<file path="src/rtl/pc_ctrl_pkg.sv">
// Shared definitions for the PC fetch sequencer: state encodings, PC step and default vectors.
package pc_ctrl_pkg;

    typedef enum logic [1:0] {
        ST_BOOT   = 2'd0,
        ST_FETCH  = 2'd1,
        ST_EXEC   = 2'd2,
        ST_UPDATE = 2'd3
    } pc_state_t;

    localparam logic [31:0] PC_INCR          = 32'h0000_0004;
    localparam logic [31:0] DEF_RESET_VECTOR = 32'h0000_0000;
    localparam logic [31:0] DEF_TRAP_VECTOR  = 32'h0000_0100;

endpackage

</file>
<file path="src/rtl/pc_next_sel.sv">
// Next-PC selection: jump over branch over sequential +4.
// PC_FETCH_CTRL_ALIGN_CHECK_EN redirects misaligned targets to TRAP_VECTOR.
module pc_next_sel
    import pc_ctrl_pkg::*;
#(
    parameter logic [31:0] TRAP_VECTOR = DEF_TRAP_VECTOR
) (
    input  logic [31:0] pc_cur,
    input  logic        branch_taken,
    input  logic [31:0] branch_target,
    input  logic        jump,
    input  logic [31:0] jump_target,
    output logic [31:0] pc_sel,
    output logic        misaligned
);

    logic [31:0] target;

    always_comb begin
        target = pc_cur + PC_INCR;
        if (jump) begin
            target = jump_target;
        end else if (branch_taken) begin
            target = branch_target;
        end
    end

`ifdef PC_FETCH_CTRL_ALIGN_CHECK_EN
    assign misaligned = |target[1:0];
    assign pc_sel     = misaligned ? TRAP_VECTOR : target;
`else
    logic unused_trap;
    assign unused_trap = ^TRAP_VECTOR;
    assign misaligned  = 1'b0;
    assign pc_sel      = target;
`endif

endmodule

</file>
<file path="src/rtl/pc_fetch_ctrl.sv">
// Sequencer for the Save_PC register: BOOT -> FETCH -> EXEC -> UPDATE.
// Optional alignment trap enabled by PC_FETCH_CTRL_ALIGN_CHECK_EN.
//
// state  | meaning
// BOOT   | drive RESET_VECTOR into Save_PC
// FETCH  | request instruction at PC_Cur, wait for IMem_Ready
// EXEC   | count down EXEC_CYCLES execution cycles
// UPDATE | write selected next PC and retire the instruction
module pc_fetch_ctrl
    import pc_ctrl_pkg::*;
#(
    parameter logic [31:0] RESET_VECTOR = DEF_RESET_VECTOR,
    parameter int unsigned EXEC_CYCLES  = 2,
    parameter logic [31:0] TRAP_VECTOR  = DEF_TRAP_VECTOR
) (
    input  logic        CLK,
    input  logic        RST,
    input  logic [31:0] PC_Cur,
    input  logic        IMem_Ready,
    input  logic        Stall,
    input  logic        Branch_Taken,
    input  logic [31:0] Branch_Target,
    input  logic        Jump,
    input  logic [31:0] Jump_Target,
    output logic [31:0] PC_Next,
    output logic        PC_We,
    output logic        IMem_Req,
    output logic        Instr_Valid,
    output logic [31:0] Retired,
    output logic [1:0]  State,
    output logic        Misaligned
);

    localparam logic [3:0] EXEC_LOAD = 4'(EXEC_CYCLES);

    pc_state_t   state_q, state_d;
    logic [3:0]  exec_cnt_q;
    logic        fetch_done;
    logic        retire;
    logic [31:0] pc_sel;
    logic        sel_misaligned;
    logic        instr_valid_q;
    logic        misaligned_q;
    logic [31:0] retired_q;

    pc_next_sel #(
        .TRAP_VECTOR(TRAP_VECTOR)
    ) u_next_sel (
        .pc_cur       (PC_Cur),
        .branch_taken (Branch_Taken),
        .branch_target(Branch_Target),
        .jump         (Jump),
        .jump_target  (Jump_Target),
        .pc_sel       (pc_sel),
        .misaligned   (sel_misaligned)
    );

    always_ff @(posedge CLK) begin
        if (RST) begin
            state_q <= ST_BOOT;
        end else begin
            state_q <= state_d;
        end
    end

    always_comb begin
        state_d = state_q;
        case (state_q)
            ST_BOOT:   state_d = ST_FETCH;
            ST_FETCH:  if (fetch_done) state_d = (EXEC_LOAD == 4'd0) ? ST_UPDATE : ST_EXEC;
            ST_EXEC:   if (!Stall && exec_cnt_q <= 4'd1) state_d = ST_UPDATE;
            ST_UPDATE: if (!Stall) state_d = ST_FETCH;
            default:   state_d = ST_BOOT;
        endcase
    end

    always_comb begin
        fetch_done = (state_q == ST_FETCH) && IMem_Ready && !Stall;
        retire     = (state_q == ST_UPDATE) && !Stall;
        IMem_Req   = (state_q == ST_FETCH);
        PC_Next    = PC_Cur;
        PC_We      = 1'b0;
        if (state_q == ST_BOOT) begin
            PC_Next = RESET_VECTOR;
            PC_We   = 1'b1;
        end else if (retire) begin
            PC_Next = pc_sel;
            PC_We   = 1'b1;
        end
    end

    always_ff @(posedge CLK) begin
        if (RST) begin
            exec_cnt_q <= 4'd0;
        end else if (fetch_done) begin
            exec_cnt_q <= EXEC_LOAD;
        end else if (state_q == ST_EXEC && !Stall && exec_cnt_q != 4'd0) begin
            exec_cnt_q <= exec_cnt_q - 4'd1;
        end
    end

    // Retire flags are registered so they line up with the new PC_Cur
    always_ff @(posedge CLK) begin
        if (RST) begin
            instr_valid_q <= 1'b0;
            misaligned_q  <= 1'b0;
            retired_q     <= 32'd0;
        end else begin
            instr_valid_q <= retire;
            misaligned_q  <= retire & sel_misaligned;
            if (retire) begin
                retired_q <= retired_q + 32'd1;
            end
        end
    end

    assign Instr_Valid = instr_valid_q;
    assign Misaligned  = misaligned_q;
    assign Retired     = retired_q;
    assign State       = state_q;

endmodule

</file>
<file path="config.mk">
export PLATFORM = sky130hd
export DESIGN_NAME = pc_fetch_ctrl
export DESIGN_NICKNAME = d
export VERILOG_FILES = /design/src/rtl/pc_ctrl_pkg.sv /design/src/rtl/pc_next_sel.sv /design/src/rtl/pc_fetch_ctrl.sv
export SDC_FILE = /design/constraint.sdc
export NUM_CORES = 1
export LEC_CHECK = 0
export ABC_AREA = 1
export CORE_AREA = 2 2 115 89
export CTS_CLUSTER_SIZE = 8
export DETAILED_ROUTE_END_ITERATION = 12
export DIE_AREA = 0 0 117 91
export PLACE_DENSITY = 0.79
export SYNTH_ARGS = -nofsm -noshare
export SYNTH_HDL_FRONTEND = slang
export SYNTH_SLANG_ARGS = --single-unit
</file>
<file path="constraint.sdc">
create_clock -name CLK -period 1.8 [get_ports CLK]
set_clock_uncertainty 0.05 [all_clocks]
set_input_delay 0.18 -clock CLK [delete_from_list [all_inputs] [get_ports CLK]]
set_output_delay 0.18 -clock CLK [all_outputs]
set_load 0.03 [all_outputs]
</file>
# Word-level counts from Yosys, hierarchy flattened
# Index checks and enable logic that the tools add are counted.
# W data, S select, Z words.
[totals] elab_cells=39 out_inout_bits=70 register_bits=39 inputBits=102
[op_classes] reduce_logical=12 add_sub_neg=3 eq_ne=6 magnitude_cmp=1 n_mux=12
[ops] operator="$mux W32" count=4
[ops] operator="$add A32 B1 Y32 const B" count=1
[ops] operator="$add A32 B3 Y32 const B" count=1
[ops] operator="$mux W2" count=5
[ops] operator="$pmux W2 S4" count=1
[ops] operator="$logic_and A1 B1 Y1" count=6
[ops] operator="$eq A2 B2 Y1 const B" count=2
[ops] operator="$le A4 B1 Y1 const B" count=1
[ops] operator="$ne A2 B2 Y1 const B" count=2
[ops] operator="$reduce_bool A4 Y1" count=1
[ops] operator="$sub A4 B1 Y4 const B" count=1
[ops] operator="$reduce_and A3 Y1" count=1
[ops] operator="$eq A2 B1 Y1 const B" count=1
[ops] operator="$logic_not A2 Y1" count=1
[ops] operator="$mux W1" count=2
[ops] operator="$ne A2 B1 Y1 const B" count=1
[ops] operator="$reduce_bool A2 Y1" count=1
[ops] operator="$reduce_or A2 Y1" count=1
[ops] operator="$logic_not A1 Y1" count=1

# Longest topological paths before layout
# Gate-level depths: netlist (run 1).
[logic_depth] depth_word=5 depth_mapped=11 depth_no_buf=11

# Hierarchy
# From an unflattened synthesis (run 1), not the netlist that was laid out.
[hier_totals] hier_cells=810 hier_area_um2=4331.7
[by_module_without_submodules] module="pc_fetch_ctrl" n_inst=1 cells_each=437 area_each_um2=2667.6 seq_area_each_um2=800.8
[by_module_without_submodules] module="pc_next_sel" n_inst=1 cells_each=373 area_each_um2=1664.1 seq_area_each_um2=0.0

# Worst setup path after synthesis (run 1)
# OpenSTA, ideal clock, no wires.
[synth_path] path_kind="reg2out" from="reg state_q[0] (netlist: State[0])" to="out PC_Next[4]" arrival_time_ns=2.089 setup_slack_ns=-0.519 t_required_ns=1.570 n_path_buf=0 path_stages_with_launch=6 path_cell_list="dfxtp_1 > inv_1 > ha_1 > nor2_2 > clkinv_1 > o21ai_0"
[synth_between] elab_chain_len=4
[synth_lines] item="start: declaration" line_no="pc_fetch_ctrl.sv:36" source="pc_state_t state_q, state_d;"
[synth_lines] item="start signal: assignment" line_no="pc_fetch_ctrl.sv:62" source="state_q <= state_d;"
[synth_lines] item="$eq A2 B2 Y1" line_no="pc_fetch_ctrl.sv:79" source="retire = (state_q == ST_UPDATE) && !Stall;"
[synth_lines] item="$logic_and A1 B1 Y1" line_no="pc_fetch_ctrl.sv:79"
[synth_lines] item="$mux W32" line_no="pc_fetch_ctrl.sv:86" source="end else if (retire) begin"
[synth_lines] item="$mux W32 (*)" line_no="pc_fetch_ctrl.sv:83" source="if (state_q == ST_BOOT) begin"
[synth_lines] item="end: declaration" line_no="pc_fetch_ctrl.sv:25" source="output logic [31:0] PC_Next,"
# Mark *: on every way between the ends. The rest lies on a longest branch, timed or not.

# Worst setup path after layout (run 1)
[layout_path] from="reg state_q[0] (netlist: State[0])" to="out PC_Next[13]"
# Same word-level chain as after synthesis.

==> results of run 1 <==
==> through the flow <==
step	cell area (um2)	hold slack (ns)	TNS [ns]	cells
after floorplan	4303	0.3796	-0.3593	764
after global placement	6644	0.4255	-8.777	1119
after detailed placement	6644	0.4373	-10.00	1119
after CTS	7218	0.4487	-1.471	1139
after global routing	7395	0.4815	-3.706	1145
final	7395	0.4537	-1.664	1145
==> flip-flops by register name, indices dropped and copies added, names as in the netlist <==
register and count:
Retired 32, Instr_Valid 1, exec_cnt_q 4, State 2
==> worst min-delay path, delay by kind of cell (launching register included) <==
| kind | cells | cell delay (ns) |
|---|---|---|
| AOI/OAI and AO/OA | 1 | 0.05 |
| buffers and inverters | 1 | 0.07 |
| DFF | 1 | 0.33 |
==> worst paths after layout <==
kind | slack [ns] | depth (start not counted) | endpoint
setup / recovery | -0.14 | 9 | PC_Next[13]
hold / removal | 0.45 | 2 | Retired[8]$_SDFFE_PP0P_
setup reg to reg | 0.12 | 13 | Retired[28]$_SDFFE_PP0P_
hold reg to reg | 0.45 | 2 | Retired[8]$_SDFFE_PP0P_
==> per-layer routing <==
| layer | vias to the layer above | global-route usage [%] | share of wire, % |
|---|---|---|---|
| met5 | - | 0 | 0 |
| met4 | 0 | 6.765 | 1.7 |
| met3 | 32 | 5.674 | 9.4 |
| met2 | 273 | 52.12 | 47 |
| met1 | 2759 | 42.18 | 42 |
| li1 | 2936 | - | - |
==> cells in the final DEF, fill, tap and decap left out, types with 4 or more instances in the layout <==
| cell | count |
|---|---|
| nand2_1 | 211 |
| clkdlybuf4s50_1 | 107 |
| nor2_1 | 95 |
| buf_4 | 83 |
| inv_1 | 66 |
| a21oi_1 | 56 |
| o21ai_0 | 35 |
| buf_6 | 35 |
| dfxtp_1 | 34 |
| nand2_2 | 32 |
| nand3_1 | 32 |
| nor2_2 | 27 |
| nor2_4 | 23 |
| o21ai_1 | 19 |
| a21oi_2 | 14 |
| dlygate4sd2_1 | 12 |
| xnor2_1 | 8 |
| xor2_1 | 8 |
| clkbuf_2 | 8 |
| buf_12 | 8 |
| nand3b_1 | 7 |
| buf_2 | 7 |
| clkbuf_16 | 6 |
| nand4_1 | 5 |
| nor3_1 | 5 |
| ha_1 | 5 |
| inv_2 | 4 |
| o21ai_2 | 4 |
| o211ai_1 | 4 |
| clkdlybuf4s15_1 | 4 |
==> cell type report <==
class | instances | area, um2
clock buffers | 8 | 156.4
flip-flops and latches | 39 | 792.0
repair buffers | 266 | 2521
well taps | 132 | 165.2
repair inverters | 1 | 11.26
multi-input cells | 624 | 3436
fillers | 740 | 2108
inverters | 75 | 312.8
==> power breakdown <==
part	leakage (nW)	switching [mW]	total [mW]	internal, mW
Sequential	0.317	0.0396	0.948	0.908
Combinational	2.65	1.97	3.62	1.65
Clock	0.0772	0.349	0.939	0.590
==> logic make-up after synthesis <==
family / after synthesis
adders and majority gates: 9
and+or+nand+nor: 455
buffers and inverters: 101
xor gates and xnor gates: 17
DFF: 39
other: 1
AOI/OAI and AO/OA: 142
==> timing repair <==
item                       CTS  global route
hold buffers                 0             0
setup endpoints to repair   34            43
cloned                       3             1
resized for setup          170            71
buffers inserted            10             5
pin swaps                   37            20
hold endpoints to repair     0             0
==> reports/summary.md, run 1 <==
* 3 — WP buf/inv
* 3.608% — XOR/XNOR share of the synthesized area
* 79.20% — area overhead of the layout relative to synthesis
* yes — unrepaired setup endpoints after global routing
* dfxtp_4 — CP max stage cell
* 15.11 um — post-detailed-route wirelength per cell
* 18.92% — sequential-to-total area share from yosys stat
* 17.92% — Synth Area in Compound Gates
* register — startpoint types
* 77.81% — fraction of the core area covered by cells at the end of the flow
* 44 — largest net degree at the start of global routing
* 3.040 nW — static leakage
* register to register — worst hold path type
* 0.29 ns — clock latency on the worst-skew pair
* 5.401 um2 — Avg Cell Area, Syn
* 5.509 mW — total power
* negative setup slack — violated checks
* simple AND/OR/NAND/NOR gates — Top Family by Delay on Critical Path
* 31 — row count
* 39 — Sinks on Clock Net
* finished, violations left — outcome
* 0 — total count of max-transition violations in the final report
* 2 — CTS H-tree lvls
* 764 — Cells after Synth
* nand2_1, nor2_1, inv_1 — most common library cells after synthesis
* 10650 um2 — floorplan die area
* 0 — number of flops mapped to enable cells by yosys
* output port — sort of element at the end of the critical path
* 91 um — die extent in y
* 5 — CTS buffer count
* 170 — port buffer count
* 1.007 — gp weighted congestion
* -0.4629 ns — Placement Setup Slack
* 117 um — die width
* 17.30 mm — final WL
* 107.7% — portion of the clock cycle consumed by the worst path in the final layout
* State[0]$_SDFFE_PP0P_ — CP Launch Point
* 1123 — # nets final
* 9503 um2 — core region area
* 0 — Synthesis Warnings
* State[0]$_SDFFE_PP0P_ — source of the worst register-to-register timing path
* 37 — count of unique library cells instantiated by Yosys
* clkbuf_16 — CTS root buffer
* simple AND/OR/NAND/NOR gates — combinational family with the most area after synthesis
* 5 — largest driver fanout on the critical path
* register to output port — kind of critical path
* 1.939 ns — clock period minus worst slack
* 0.06 ns — post-CTS clock slew at the launch and capture registers of the worst setup and hold paths
* 0% — proportion of synthesized area in mux cells
* 875 — number of nets produced by synthesis
* nand2_1 — Yosys top cell by area
* 31.36% — global routing usage summed across all routing layers
* 0 — Detail Route Antenna Nets
* 29 — total setup violations reported at the end of the flow
* built — CTS tree
* nand2_1 — most common cell in the synthesized netlist
* 0% — Async SR Flop Fraction
* 454 — Iteration-0 DRC Markers
* -0.1392 ns — worst path setup slack after routing
* nand2_1, dfxtp_1, nor2_1, a21oi_1, o21ai_0 — cells taking the most area after synthesis
* 0 — max-cap viol count
* nand2_1 — most frequent cell on the critical path
* 26.89 mm — first-pass GRT wire length
* 172 — num ports
* 1.57 ns — worst endpoint required time
* 0 — post-detailed-route DRC marker count
* 5.240 — vias per cell
* 0.0007036 V — worst supply voltage drop on vdd
* Retired[8]$_SDFFE_PP0P_ — startpoint of the tightest hold check path
* 5 — total iterations of the first detailed-routing run
* 28.53% — layout cells sized above 1
* 4126 um2 — Mapped Area
* 5606 — number of global-route vias before repair
* ha_4 > nand2_8 > nor2_4 > buf_12 > clkinv_8 > nor2_2 > nand2_1 > nand2_1 > buf_6 — cell breakdown of the critical path
* 6000 — vias after detailed routing
* 0 — number of inserted diodes
* 12.90 mm — detailed-placement wirelength estimate
* 0 — overflow left after global routing
* 39 — Yosys reg bits
* 0 — number of hold violations in the final report
* dfxtp_1 — top_reg_cell synth
* 745.0 nW/um2 — power density of the placed cells
* 2.729% — Synth Area in Adders
* 21.56% — share of the synthesized area in the top cell type
* 2 — Clock Tree Buf Depth
* 47.33% — share of synthesized cell area in and, or, nand and nor gates
* 0 — number of antenna violations at the first check in global routing
* 0.37 ns — Critical Path Max Stage Delay
* 0.5157 GHz — fmax
* 43.42% — initial core utilization
* 1.71 ns — critical path data arrival time
No activity file was read; power rests on OpenSTA's default activity.
==> inputs of run 2 (changes only) <==
SETUP_SLACK_MARGIN = 0.02   (was not set)
clock period = 1.9 ns   (was 1.8 ns; I/O delays follow)
==> run 2 against run 1 <==
Effect of this change: the flow now finishes without violations; global-route usage shrank 0.54 points; non-clock buffer count shrank 16; sequential cell count unchanged; setup slack better by 0.16 ns; critical path depth did not move; utilization fell by 2.0 points; routed wire length grew 0.43%; sequential power shrank 4.0%; largest power group unchanged; highest routed layer unchanged.
==> reports/summary.md, run 2 (synthesis results as in run 1) <==
* 0.5320 GHz — fmax
* 32 — flip-flop count of the largest register after layout, unchanged
* 511 — Iteration-0 DRC Markers, was 454
* 1.66 ns — worst endpoint required time, was 1.57 ns
* nand2_1 — most common cell after layout, fill and taps aside, unchanged
* 31 — row count, unchanged
* -0.4159 ns — Placement Setup Slack, was -0.4629 ns
* 27.41% — layout cells sized above 1, was 28.53%
* 5 — largest driver fanout on the critical path, unchanged
* 0 — total count of max-transition violations in the final report, unchanged
* 10650 um2 — floorplan die area, unchanged
* 5 — CTS buffer count, unchanged
* 0 — post-detailed-route DRC marker count, unchanged
* 2 — Clock Tree Buf Depth, unchanged
* 9503 um2 — core region area, unchanged
* 0 — total setup violations reported at the end of the flow, was 29
* 2.955 nW — static leakage, was 3.040 nW
* 5 — total iterations of the first detailed-routing run, unchanged
* 17.38 mm — final WL, was 17.30 mm
* 0.9950 — gp weighted congestion, was 1.007
* register to register — worst hold path type, unchanged
* 0 — max-cap viol count, unchanged
* 0 — number of antenna violations at the first check in global routing, unchanged
* 170 — port buffer count, unchanged
* register — startpoint types, unchanged
* 5436 — number of global-route vias before repair, was 5606
* 1106 — # nets final, was 1123
* 0.02037 ns — worst path setup slack after routing, was -0.1392 ns
* 5982 — vias after detailed routing, was 6000
* 74.59% — area overhead of the layout relative to synthesis, was 79.20%
* 1.880 ns — clock period minus worst slack
* nand2_1, clkdlybuf4s50_1, nor2_1 — leading cell types in the layout, fill and taps excluded, unchanged
* 117 um — die width, unchanged
* 0 — overflow left after global routing, unchanged
* 0.06 ns — post-CTS clock slew at the launch and capture registers of the worst setup and hold paths, about the same
* 15.41 um — post-detailed-route wirelength per cell, was 15.11 um
* completed — outcome, was finished, violations left
* 0 — number of hold violations in the final report, unchanged
* 26.22 mm — first-pass GRT wire length, was 26.89 mm
* 66.95% — worst relative slew slack
* register to output port — kind of critical path, unchanged
* 5.126 mW — total power, was 5.509 mW
* yes — unrepaired setup endpoints after global routing, unchanged
* 98.93% — portion of the clock cycle consumed by the worst path in the final layout
* 30.82% — global routing usage summed across all routing layers, was 31.36%
* 91 um — die extent in y, unchanged
* 13.01 mm — detailed-placement wirelength estimate, was 12.90 mm
* 0.0006570 V — worst supply voltage drop on vdd, was 0.0007036 V
* 43.42% — initial core utilization, unchanged
* 0.29 ns — clock latency on the worst-skew pair, about the same
* clkbuf_16 — CTS root buffer, unchanged
* built — CTS tree, unchanged
* 75.81% — fraction of the core area covered by cells at the end of the flow, was 77.81%
* 0.4920 ns — actual slew at the worst max-slew pin
* 0 — Detail Route Antenna Nets, unchanged
* 172 — num ports, unchanged
* 2 — CTS H-tree lvls, unchanged
* 1.64 ns — critical path data arrival time, was 1.71 ns
* 44 — largest net degree at the start of global routing, unchanged
* 39 — Sinks on Clock Net, unchanged
* output port — sort of element at the end of the critical path, unchanged
* 711.4 nW/um2 — power density of the placed cells, was 745.0 nW/um2
* 0 ns — Total Negative Setup Slacks, was -1.664 ns
* 5.303 — vias per cell, was 5.240
* 0 — number of inserted diodes, unchanged
==> run 2: cell count changes in the layout (fill, tap and decap cells not counted), moves of 8 or more <==
cell | previous run | this run
buf_4 | 83 | 75
a21oi_2 | 14 | 23
o21ai_1 | 19 | 9
o21ai_2 | 4 | 13
a21oi_1 | 56 | 47
==> run 2: path summary, 6_finish.rpt <==
check	end	from	slack (ns)	depth (start not counted)
worst max-delay path	PC_Next[20]	State[1]$_SDFFE_PP0P_	0.02	9
worst max register to register	Retired[25]$_SDFFE_PP0P_	State[1]$_SDFFE_PP0P_	0.10	12
worst min-delay path	exec_cnt_q[1]$_SDFFE_PP0P_	exec_cnt_q[1]$_SDFFE_PP0P_	0.46	2
worst min register to register	exec_cnt_q[1]$_SDFFE_PP0P_	exec_cnt_q[1]$_SDFFE_PP0P_	0.46	2
==> run 2: layout make-up <==
type	count	area, um2
Clock inverter	2	60.06
Timing Repair Buffer	250	2350
Clock buffer	6	128.9
Fill cell	792	2298
Multi-Input combinational cell	624	3411
Sequential cell	39	789.5
Inverter	75	300.3
Tap cell	132	165.2
==> run 2: report_power, final <==
part / switching [mW] / leakage [nW] / total (mW) / internal (mW)
registers: 0.0497 / 0.316 / 0.910 / 0.860
clock network: 0.358 / 0.0911 / 1.11 / 0.754
logic: 1.77 / 2.55 / 3.10 / 1.33
total: 2.18 / 2.95 / 5.13 / 2.95
==> run 2: per-stage QoR <==
| step | hold slack, ns | instances | area [um2] |
|---|---|---|---|
| 2_1_floorplan | 0.3923 | 764 | 4209 |
| 3_3_place_gp | 0.4172 | 1112 | 6454 |
| 3_5_place_dp | 0.4442 | 1112 | 6454 |
| 4_1_cts | 0.4585 | 1123 | 6912 |
| 5_1_grt | 0.4868 | 1128 | 7204 |
| 6_report | 0.4554 | 1128 | 7204 |
==> run 2: worst max-delay path, stage by stage (launching register included) <==
cell     delay (ns)
dfxtp_4        0.39
ha_4           0.18
nand2_8        0.08
nor2_4         0.12
inv_2          0.07
buf_6          0.14
nor2_4         0.08
nand2_2        0.06
o21ai_2        0.07
buf_6          0.15
==> run 2: timing repair <==
action	in CTS	in global routing
pin swaps	19	28
setup endpoints to repair	34	37
hold buffers	0	0
setup buffers	3	4
cloned	0	1
gates resized for setup	128	118
==> run 2: metal layers <==
metal	vias to the layer above	routed length, um	GRT usage (%)
met5	-	0	0
met4	0	255	6.373
met3	22	1452	4.072
met2	267	8053	50.19
met1	2790	7616	43.36
li1	2903	-	-
==> inputs of run 3 (changes only) <==
MAX_ROUTING_LAYER = met4   (was not set)
==> run 3 against run 2 <==
Effect of this change: the flow now finishes with violations (negative setup slack); die area stayed put; cell area is 1.6% lower; setup slack worse by 0.031 ns; maximum frequency is 1.6% lower; power is 5.6% lower; critical path depth stayed put; clock-buffer cell count stayed put; first-iteration DRC count is 22% lower.
==> reports/summary.md, run 3 (synthesis results as in run 1) <==
* 1137 — Cell Count, Final, Fillers Out, was 1128
* 71.77% — area overhead of the layout relative to synthesis, was 74.59%
* 0.29 ns — clock latency on the worst-skew pair, about the same
* 11 — worst-case reg-to-reg path depth, was 12
* nand2_1, clkdlybuf4s50_1, nor2_1 — leading cell types in the layout, fill and taps excluded, unchanged
* 15.22 um — post-detailed-route wirelength per cell, was 15.41 um
* yes — unrepaired setup endpoints after global routing, unchanged
* 5 — total iterations of the first detailed-routing run, unchanged
* 2 — Clock Tree Buf Depth, unchanged
* 0.06 ns — post-CTS clock slew at the launch and capture registers of the worst setup and hold paths, about the same
* 6 — largest driver fanout on the critical path, was 5
* 9503 um2 — core region area, unchanged
* 0 — post-detailed-route DRC marker count, unchanged
* 43.42% — initial core utilization, unchanged
* 5.277 — vias per cell, was 5.303
* negative setup slack — violated checks
* 91 um — die extent in y, unchanged
* 397 — Iteration-0 DRC Markers, was 511
* 117 um — die width, unchanged
* 6000 — vias after detailed routing, was 5982
* 5 — CTS buffer count, unchanged
* 3311 um2 — multi-input combinational cell area, was 3411 um2
* 0.5233 GHz — fmax, was 0.5320 GHz
* 0 — Detail Route Antenna Nets, unchanged
* 790.8 um2 — register area, was 789.5 um2
* 1120 — Placed Cells, was 1112
* 0.4520 ns — worst hold slack across all endpoints, was 0.4554 ns
* output port — sort of element at the end of the critical path, unchanged
* 26.57% — layout cells sized above 1, was 27.41%
* 2 — CTS H-tree lvls, unchanged
* 0 — max-cap viol count, unchanged
* 32.19% — global routing usage summed across all routing layers, was 30.82%
* 172 — num ports, unchanged
* 0 — number of inserted diodes, unchanged
* 0 — number of hold violations in the final report, unchanged
* 0.0006730 V — worst supply voltage drop on vdd, was 0.0006570 V
* 1.442 mm — sum of met3 wire segment lengths after detailed routing, was 1.452 mm
* 3 — total setup violations reported at the end of the flow, was 0
* 2.933 nW — static leakage, was 2.955 nW
* 32 — flip-flop count of the largest register after layout, unchanged
* 0.08 ns — R2R Setup Slk, was 0.10 ns
* 2 — number of instances on the worst hold path, unchanged
* 1.67 ns — critical path data arrival time, was 1.64 ns
* register to register — worst hold path type, unchanged
* 39 — Sinks on Clock Net, unchanged
* 26.61 mm — first-pass GRT wire length, was 26.22 mm
* 1116 — # nets final, was 1106
* Retired[25]$_SDFFE_PP0P_ — worst reg2reg endpoint, unchanged
* 0 — total count of max-transition violations in the final report, unchanged
* 1.66 ns — worst endpoint required time, about the same
* exec_cnt_q[1]$_SDFFE_PP0P_ — worst hold endpoint, unchanged
* 17.30 mm — final WL, was 17.38 mm
* nand2_1 — most common cell after layout, fill and taps aside, unchanged
* State[0]$_SDFFE_PP0P_ — source of the worst register-to-register timing path, was State[1]$_SDFFE_PP0P_
* 170 — port buffer count, unchanged
* 7.865 mm — Detail Route met2 WL, was 8.053 mm
* 1.911 ns — clock period minus worst slack, was 1.880 ns
* 1.007 — gp weighted congestion, was 0.9950
* clkbuf_16 — CTS root buffer, unchanged
* register to output port — kind of critical path, unchanged
* -0.01087 ns — worst path setup slack after routing, was 0.02037 ns
* 13.32 mm — detailed-placement wirelength estimate, was 13.01 mm
* 100.6% — portion of the clock cycle consumed by the worst path in the final layout, was 98.93%
* 797 — Fillers, was 792
* 7.617 mm — routed length on met1, was 7.616 mm
* built — CTS tree, unchanged
* 0 — overflow left after global routing, unchanged
* 10650 um2 — floorplan die area, unchanged
* 682.4 nW/um2 — power density of the placed cells, was 711.4 nW/um2
* 5679 — number of global-route vias before repair, was 5436
* exec_cnt_q[1]$_SDFFE_PP0P_ — startpoint of the tightest hold check path, unchanged
* -0.3830 ns — Placement Setup Slack, was -0.4159 ns
* 0 — number of antenna violations at the first check in global routing, unchanged
* finished, violations left — outcome, was completed
* register — startpoint types, unchanged
* 4.837 mW — total power, was 5.126 mW
* 31 — row count, unchanged
* 44 — largest net degree at the start of global routing, unchanged
* met4 — top routing layer used, unchanged
==> run 3: worst max-delay path: stages (launching register included) <==
cell and delay (ns):
dfxtp_4 0.36, ha_4 0.18, nand2_8 0.10, inv_4 0.04
nor2_4 0.10, buf_6 0.11, inv_4 0.04, buf_12 0.14
o22ai_4 0.15, buf_6 0.15
==> run 3: stage by stage <==
step           setup TNS (ns)  cell area (um2)  util, %
6_report             -0.02246             7088    74.59
3_5_place_dp           -7.160             6514    68.55
5_1_grt               -0.7453             7088    74.59
4_1_cts              -0.01721             6950    73.14
3_3_place_gp           -6.535             6514    68.55
2_1_floorplan               0             4209        -
==> run 3: routing by layer <==
layer / vias up / global-route usage, %
met5: - / -
met4: 0 / 10.00
met3: 39 / 4.673
met2: 255 / 50.48
met1: 2777 / 42.71
li1: 2929 / -
==> run 3: area by class of cell <==
| cell class | instances | share of cell area (%) |
|---|---|---|
| Multi-Input combinational cell | 624 | 46.71 |
| Timing Repair Buffer | 260 | 33.73 |
| Sequential cell | 39 | 11.16 |
| Inverter | 75 | 4.042 |
| Tap cell | 132 | 2.330 |
| Clock buffer | 6 | 1.959 |
| Clock inverter | 1 | 0.07061 |
==> run 3: timing repair <==
item,in CTS,in global routing
cloned,0,1
hold buffers,0,0
endpoints found under the setup margin,33,35
resized for setup,131,90
pin swaps,23,20
buffers inserted,5,4
==> run 3: where the power goes <==
| part | total [mW] | internal (mW) | leakage (nW) | switching, mW |
|---|---|---|---|---|
| Combinational | 3.09 | 1.34 | 2.54 | 1.74 |
| Sequential | 0.896 | 0.860 | 0.317 | 0.0354 |
| Clock | 0.855 | 0.513 | 0.0727 | 0.342 |
==> run 3: how the worst max path moves through the flow <==
stage                  end  depth (start not counted)  slack, ns                   from
2_1_floorplan   PC_Next[2]                          7      0.008  State[0]$_SDFFE_PP0P_
3_3_place_gp   PC_Next[22]                         13      -0.38              PC_Cur[2]
3_5_place_dp   PC_Next[24]                         13      -0.38              PC_Cur[2]
4_1_cts         PC_Next[5]                          9      -0.02  State[1]$_SDFFE_PP0P_
5_1_grt         PC_Next[3]                          8      -0.05  State[0]$_SDFFE_PP0P_
6_report        PC_Next[6]                          9      -0.01  State[0]$_SDFFE_PP0P_
